### src/rtl/sumador_serial_if.sv
// Handshake and result bus of the bit-serial adder.
// The master drives the request and operands; the slave (the adder) returns status and result.
interface sumador_serial_if #(
  parameter int unsigned WIDTH = 3
);
  logic             start;
  logic [WIDTH-1:0] A;
  logic [WIDTH-1:0] B;
  logic             Cin;
  logic             busy;
  logic             done;
  logic [WIDTH-1:0] S;
  logic             Cout;
  logic [6:0]       seg;

  modport master (
    output start, A, B, Cin,
    input  busy, done, S, Cout, seg
  );

  modport slave (
    input  start, A, B, Cin,
    output busy, done, S, Cout, seg
  );
endinterface

### src/rtl/sumador_serial.sv
// Bit-serial WIDTH-bit adder with carry-in/carry-out, one bit per clock, LSB first.
// Keeps the last completed result and drives its active-low hex 7-segment pattern.
module sumador_serial #(
  parameter int unsigned WIDTH = 3
) (
  input logic             clk,
  input logic             rst_n,
  sumador_serial_if.slave bus
);

  localparam int unsigned CW = (WIDTH > 1) ? $clog2(WIDTH) : 1;

  typedef enum logic [1:0] {
    IDLE,
    RUN,
    DONE
  } state_t;

  state_t           state_q;
  logic [WIDTH-1:0] a_q, a_d;
  logic [WIDTH-1:0] b_q, b_d;
  logic [WIDTH-1:0] res_q, res_d;
  logic             c_q, c_d;
  logic [CW-1:0]    cnt_q;
  logic             busy_q;
  logic             done_q;
  logic [WIDTH-1:0] s_q;
  logic             cout_q;
  logic [6:0]       seg_q, seg_d;
  logic             sum_bit;
  logic             last_bit;
  logic [3:0]       nib;

  // Active-low gfedcba hex decode.
  function automatic logic [6:0] hex7(input logic [3:0] v);
    case (v)
      4'h0:    hex7 = 7'b1000000;
      4'h1:    hex7 = 7'b1111001;
      4'h2:    hex7 = 7'b0100100;
      4'h3:    hex7 = 7'b0110000;
      4'h4:    hex7 = 7'b0011001;
      4'h5:    hex7 = 7'b0010010;
      4'h6:    hex7 = 7'b0000010;
      4'h7:    hex7 = 7'b1111000;
      4'h8:    hex7 = 7'b0000000;
      4'h9:    hex7 = 7'b0010000;
      4'hA:    hex7 = 7'b0001000;
      4'hB:    hex7 = 7'b0000011;
      4'hC:    hex7 = 7'b1000110;
      4'hD:    hex7 = 7'b0100001;
      4'hE:    hex7 = 7'b0000110;
      default: hex7 = 7'b0001110;
    endcase
  endfunction

  // Full-adder step on the current LSBs plus the shifted register images.
  always_comb begin
    sum_bit  = a_q[0] ^ b_q[0] ^ c_q;
    c_d      = (a_q[0] & b_q[0]) | (c_q & (a_q[0] ^ b_q[0]));
    a_d      = a_q >> 1;
    b_d      = b_q >> 1;
    res_d    = (res_q >> 1) | (WIDTH'(sum_bit) << (WIDTH - 1));
    last_bit = (cnt_q == CW'(WIDTH - 1));
    // Size cast truncates or zero-extends {Cout,S} to the low nibble for any WIDTH.
    nib      = 4'({c_d, res_d});
    seg_d    = hex7(nib);
  end

  // Control FSM with registered status and result outputs.
  always_ff @(posedge clk or negedge rst_n) begin
    if (!rst_n) begin
      state_q <= IDLE;
      a_q     <= '0;
      b_q     <= '0;
      res_q   <= '0;
      c_q     <= 1'b0;
      cnt_q   <= '0;
      busy_q  <= 1'b0;
      done_q  <= 1'b0;
      s_q     <= '0;
      cout_q  <= 1'b0;
      seg_q   <= 7'b1000000;
    end else begin
      case (state_q)
        IDLE: begin
          done_q <= 1'b0;
          if (bus.start) begin
            a_q     <= bus.A;
            b_q     <= bus.B;
            c_q     <= bus.Cin;
            res_q   <= '0;
            cnt_q   <= '0;
            busy_q  <= 1'b1;
            state_q <= RUN;
          end
        end
        RUN: begin
          a_q   <= a_d;
          b_q   <= b_d;
          c_q   <= c_d;
          res_q <= res_d;
          cnt_q <= cnt_q + CW'(1);
          if (last_bit) begin
            s_q     <= res_d;
            cout_q  <= c_d;
            seg_q   <= seg_d;
            done_q  <= 1'b1;
            state_q <= DONE;
          end
        end
        DONE: begin
          done_q  <= 1'b0;
          busy_q  <= 1'b0;
          state_q <= IDLE;
        end
        default: begin
          done_q  <= 1'b0;
          busy_q  <= 1'b0;
          state_q <= IDLE;
        end
      endcase
    end
  end

  assign bus.busy = busy_q;
  assign bus.done = done_q;
  assign bus.S    = s_q;
  assign bus.Cout = cout_q;
  assign bus.seg  = seg_q;

endmodule

### src/flat_wrapper.sv
// flat-port wrapper written by rule: the top's interface ports become plain ports
module sumador_serial_flat 
#(
  parameter int unsigned WIDTH = 3
)
  (clk, rst_n, bus_start, bus_A, bus_B, bus_Cin, bus_busy, bus_done, bus_S, bus_Cout, bus_seg);
  sumador_serial_if #(.WIDTH(WIDTH)) bus_i ();
  input logic clk;
  input logic rst_n;
  input wire logic [$bits(bus_i.start)-1:0] bus_start;
  input wire logic [$bits(bus_i.A)-1:0] bus_A;
  input wire logic [$bits(bus_i.B)-1:0] bus_B;
  input wire logic [$bits(bus_i.Cin)-1:0] bus_Cin;
  output wire logic [$bits(bus_i.busy)-1:0] bus_busy;
  output wire logic [$bits(bus_i.done)-1:0] bus_done;
  output wire logic [$bits(bus_i.S)-1:0] bus_S;
  output wire logic [$bits(bus_i.Cout)-1:0] bus_Cout;
  output wire logic [$bits(bus_i.seg)-1:0] bus_seg;
  assign bus_i.start = bus_start;
  assign bus_i.A = bus_A;
  assign bus_i.B = bus_B;
  assign bus_i.Cin = bus_Cin;
  assign bus_busy = bus_i.busy;
  assign bus_done = bus_i.done;
  assign bus_S = bus_i.S;
  assign bus_Cout = bus_i.Cout;
  assign bus_seg = bus_i.seg;
  sumador_serial #(.WIDTH(WIDTH)) u_core (.clk(clk), .rst_n(rst_n), .bus(bus_i));
endmodule
### config.mk
export PLATFORM = sky130hd
export DESIGN_NAME = sumador_serial_flat
export DESIGN_NICKNAME = d
export VERILOG_FILES = /design/src/rtl/sumador_serial_if.sv /design/src/rtl/sumador_serial.sv /design/src/flat_wrapper.sv
export SDC_FILE = /design/constraint.sdc
export NUM_CORES = 1
export LEC_CHECK = 0
export CORE_MARGIN = 3
export CORE_UTILIZATION = 50
export CTS_BUF_LIST = sky130_fd_sc_hd__clkbuf_2
export DETAILED_ROUTE_END_ITERATION = 10
export PLACE_DENSITY = 0.88
export SLEW_MARGIN = 20
export SYNTH_ARGS = -nofsm -noshare
export SYNTH_HDL_FRONTEND = slang
export SYNTH_SLANG_ARGS = --single-unit
### constraint.sdc
create_clock -name clk -period 2.2 [get_ports clk]
set_input_delay 0.44 -clock clk [delete_from_list [all_inputs] [get_ports clk]]
set_output_delay 0.44 -clock clk [all_outputs]
set_load 0.02 [all_outputs]
## Word-level counts from Yosys, hierarchy flattened

Memories as Yosys holds them, arrays and structs flattened. A register that Yosys moved wholly into a read port is not among the register bits.
Cells that the tools add are included.

- Output and inout bits: 13
- Memory bits (read-only): 112
- Word-level logic and storage cells: 47
- Register bits: 20
- Memories: 1
- Bits of input ports: 10

Memory list:

| memory | words | width | rd ports | clocked after Yosys merged registers in | write ports | line | RTL |
|---|---|---|---|---|---|---|---|
| (name not given) | 16 | 7 | 1 | 1 | 0 | sumador_serial.sv:36 | `case (v)` |

- Muxes and demuxes: 17
- $add $sub $neg: 1
- Bitwise logic cells: 7
- Equality and inequality tests: 4
- Reduce and logical (&&, ||, !) cells: 7

Operators by type and width:

| operator | count |
|---|---|
| $pmux W3 S2 | 3 |
| $mux W3 | 3 |
| $pmux W2 S2 | 2 |
| $reduce_and A2 Y1 | 4 |
| $mux W2 | 3 |
| $mux W1 | 4 |
| $pmux W1 S2 | 2 |
| $or A2 B3 Y3 | 1 |
| $add A2 B1 Y2 const B | 1 |
| $and A1 B1 Y1 | 2 |
| $eq A2 B1 Y1 const B | 1 |
| $eq A2 B2 Y1 const B | 1 |
| $logic_not A2 Y1 | 1 |
| $ne A2 B1 Y1 const B | 1 |
| $ne A2 B2 Y1 const B | 1 |
| $reduce_bool A2 Y1 | 1 |
| $xor A1 B1 Y1 | 2 |
| $logic_not A1 Y1 | 1 |
| $not A1 Y1 | 1 |
| $or A1 B1 Y1 | 1 |

## Depth between registers and ports, before layout

- Word-level depth: 4
- Mapped depth: 7
- Gate-level depth less buffers: 6

## Least setup slack after synthesis

OpenSTA, ideal clock, no wires.

- Kind: flip-flop to flip-flop
- Start point: register u_core.c_q
- End point: register u_core.seg_q[3], in the netlist u_core.bus.seg[3]
- Arrival time: 1730 ps
- Slack: 345 ps
- Clock period less this slack: 1855 ps
- Library setup time: 125 ps
- Stages on the path, launching flop included: 5
- Cell sequence: dfrtp_1 inv_1 fa_1 mux4_2 mux2_4

- Cells in the longest elaborated chain, start to end: 2
- Elaborated cells on any way between the ends: 4

Ends and longest elaborated chain:

| what | line | RTL |
|---|---|---|
| from (decl) | sumador_serial.sv:23 | `logic c_q, c_d;` |
| from (signal assigned) | sumador_serial.sv:90 | `c_q <= bus.Cin;` |
| $xor A1 B1 Y1 / $and A1 B1 Y1 (equally long branches) | sumador_serial.sv:58, sumador_serial.sv:59 |  |
| $or A2 B3 Y3 / $or A1 B1 Y1 (equally long branches) | sumador_serial.sv:62, sumador_serial.sv:59 |  |
| to (decl) | sumador_serial.sv:29 | `logic [6:0] seg_q, seg_d;` |

Parallel ways exist; a longest one is shown, timed or not.
A chain may end at the register's enable or synchronous reset.

## Worst setup path in the final report

- Start point: register u_core.seg_q[6], in the netlist u_core.bus.seg[6]
- End point: output port bus_seg[6]

RTL lines:

| what | line | RTL |
|---|---|---|
| to (decl) | flat_wrapper.sv:18 | `output wire logic [$bits(bus_i.seg)-1:0] bus_seg;` |

No word-level cell between the ends.

==> key figures <==
Yosys
  – Synth top area cells: dfrtp_1, ha_1, o21ai_1
  – Syn_area_per_cell: 10.07 um2
  – Flops & latches, synth: 26
  – Most common flop cell mapped by yosys: dfrtp_1
  – Post-synth ARST share: 100.0%
  – Synth cell types: 31
  – Mapped Area: 1329 um2
  – Synth Instances: 132
  – Sequential area share after synthesis: 49.06%
  – Post-synth top area cell: dfrtp_1
  – Mapped Nets: 151
  – Top cell type's share of synthesized area: 47.08%
  – Synth warnings: 0
  – EDFF count, synth: 0

Routing
  – Routed vias: 1008
  – Initial DRC count: 21
  – DRC viols: 0
  – Routed Antenna Nets: 0
  – Final WL: 2407 um
  – Vias per inst: 5.449
  – Wire per inst: 13.01 um
  – Initial DRT Pass Iterations: 6

Setup path
  – Crit. End Element: primary output
  – WP data required: 1760 ps
  – Reg2Reg Setup Slack: 320 ps
  – Critical Path Sink: bus_seg[6]
  – Arrival time worst endpoint: 1510 ps
  – CP max-delay cell: clkdlybuf4s50_1
  – Largest stage delay, worst path: 590 ps
  – Setup CP Type: reg -> out
  – Startpoint Class: flop
  – Crit. Startpoint: u_core.bus.seg[6]
  – Top delay family on crit path: buffers and inverters
  – Cell count along the critical path: 1
  – Worst R2R End: u_core.bus.seg[3]
  – RR Startpoint: u_core.c_q
  – Cell Chain, Critical Path: clkdlybuf4s50_1
  – Reg2Reg Depth: 4
  – Crit path max fanout: 2
  – CP bufs+invs: 1

Power and ir drop
  – Sequential Power Share: 36.9%
  – Leak: 0.7183 nW
  – Sw Pwr: 0.9708 mW
  – Clock Power Share: 8.1%
  – Power consumption: 2.306 mW
  – Comb power frac: 55.0%
  – Power per cell area: 1446 nW/um2
  – Max VDD drop: 1.002 mV
  – Sw frac: 42.11%
  – Pint: 1.335 mW

STA
  – Slew at the pin closest to its max-slew limit: 627.0 ps
  – WHS: 400.1 ps
  – RSZ-0062 raised after global routing: no
  – Final Critical Period: 1954 ps
  – Clock Skews: 11.07 ps
  – Final worst-path cycle share: 88.81%
  – Hold Fails Final Rpt: 0
  – Max_slew headroom: 58.07%
  – Setup TNS Final: 0 ps
  – Fmax: 0.5118 GHz
  – Slew Limit Fails: 0
  – # setup viols final: 0

Global routing
  – First-pass GRT wire length: 4360 um
  – Global route overflow: 0
  – Vias in the first global route: 1019
  – Initial antenna violation count: 0
  – Largest net degree at the start of global routing: 27
  – Tot GR Track Use: 16.53%

Cells and area
  – Area of the multi-input gates: 608.1 um2
  – Post-Route Utilization: 63.76%
  – Sequential cell area: 651.9 um2
  – Most frequent cells in the layout: dfrtp_1, clkdlybuf4s50_1, nand2_1, o21ai_1
  – Fillcell total: 210
  – Most common cell after layout, fill and taps aside: dfrtp_1
  – Design area: 1594 um2
  – Share of cells above drive strength 1: 8.387%
  – Fin nets: 175
  – Area Overhead vs Synth: 19.96%
  – Inserted Diodes: 0

CTS
  – H-tree Lvls: 1
  – Root Driver: clkbuf_2
  – Later-pin clock latency in the skew report: 350 ps
  – Resized cells post-CTS: 0
  – Max clock buf depth: 2
  – Clock slew at reported path FFs: 240 ps
  – CTS sink cnt: 26
  – Number of hold buffers added after CTS: 0
  – Post-CTS setup buffer count: 0
  – CTS tree: yes
  – Total CTS buffers: 3

Die
  – Core Region: 2500 um2
  – Initial Utilization: 53.15%
  – Die area: 3312 um2
  – Die X: 57.55 um
  – Num rows: 18
  – IO Count: 23
  – Die H: 57.55 um

Placement
  – Detailed placement HPWL: 1806 um
  – Routability cong.: 0.8235
  – Number of buffers added on ports: 22
  – Placed standard-cell area: 1574 um2

Min path
  – Hold WC Path Type: in -> async

Run status
  – Status: complete, no violations

Flow run
  – MaxCap Viol Count: 0
sequential cells by signal, indices dropped and copies added, names as in the netlist:
name	count
u_core.bus.busy	1
u_core.bus.seg	7
u_core.b_q	3
u_core.res_q	2
u_core.a_q	3
u_core.cnt_q	2
u_core.state_q	2
u_core.bus.Cout	1
u_core.bus.done	1
u_core.bus.S	3
u_core.c_q	1
synthesized netlist by cell type (2+ instances only):
master    instances
ha_1              8
o21ai_1          18
nor2b_1           5
buf_4             2
a22oi_1           3
nor2_1            6
dfrtp_1          25
a31oi_1           2
inv_1             8
buf_2             4
nand2_1          19
a21oi_1           8
nand3b_1          2
mux2i_1           4
or2_0             2
stage by stage:
step                      worst slack [ps]  std cells
after global placement               379.7        181
after floorplan                      344.8        132
after detailed placement             330.5        181
after CTS                            220.5        185
final                                246.3        185
after global routing                 186.7        185
worst register-to-register path, stage by stage, from the launching register on:
cell and delay, ps:
dfrtp_1 400, inv_1 60, fa_1 580, mux4_2 510, mux2_4 260
cell families after synthesis:
logic type               share of synthesized area [%]
multiplexers                                     7.533
buffers and inverters                            5.178
adder cells (fa/ha/maj)                          9.040
flip-flops                                       49.06
AND/OR/NAND/NOR                                  13.56
AO/OA/AOI/OAI                                    15.63
area by class of cell:
cell class / count / share of cell area [%]
Clock buffer: 4 / 1.256
Inverter: 9 / 2.119
Multi-Input combinational cell: 91 / 38.15
Sequential cell: 26 / 40.89
Tap cell: 30 / 2.355
Timing Repair Buffer: 25 / 15.23
per-layer routing:
layer	part of all wire, %	up-vias	global-route usage [%]
met5	0	-	0
met4	0.71	0	4.967
met3	5.7	2	2.489
met2	51	28	30.16
met1	43	485	19.86
li1	-	493	-
power groups by stage:
stage	Combinational [mW]	Sequential (mW)	Clock (mW)
floorplan	0.790	0.934	0
global placement	1.23	0.848	0
detailed placement	1.28	0.865	0
CTS	1.28	0.855	0.192
global route	1.41	0.885	0.211
finish	1.27	0.851	0.188
how the worst min path moves through the flow:
stage / start / endpoint / slack, ps / cells after the start
2_1_floorplan: rst_n / u_core.a_q[0] / 140 / 0
3_3_place_gp: u_core.cnt_q[0] / u_core.cnt_q[0] / 460 / 1
3_5_place_dp: u_core.c_q / u_core.c_q / 480 / 2
4_1_cts: rst_n / u_core.bus.seg[3] / 410 / 2
5_1_grt: rst_n / u_core.bus.seg[3] / 410 / 2
6_report: rst_n / u_core.bus.seg[3] / 400 / 2
Note: power is estimated with default switching activity, not from simulation.
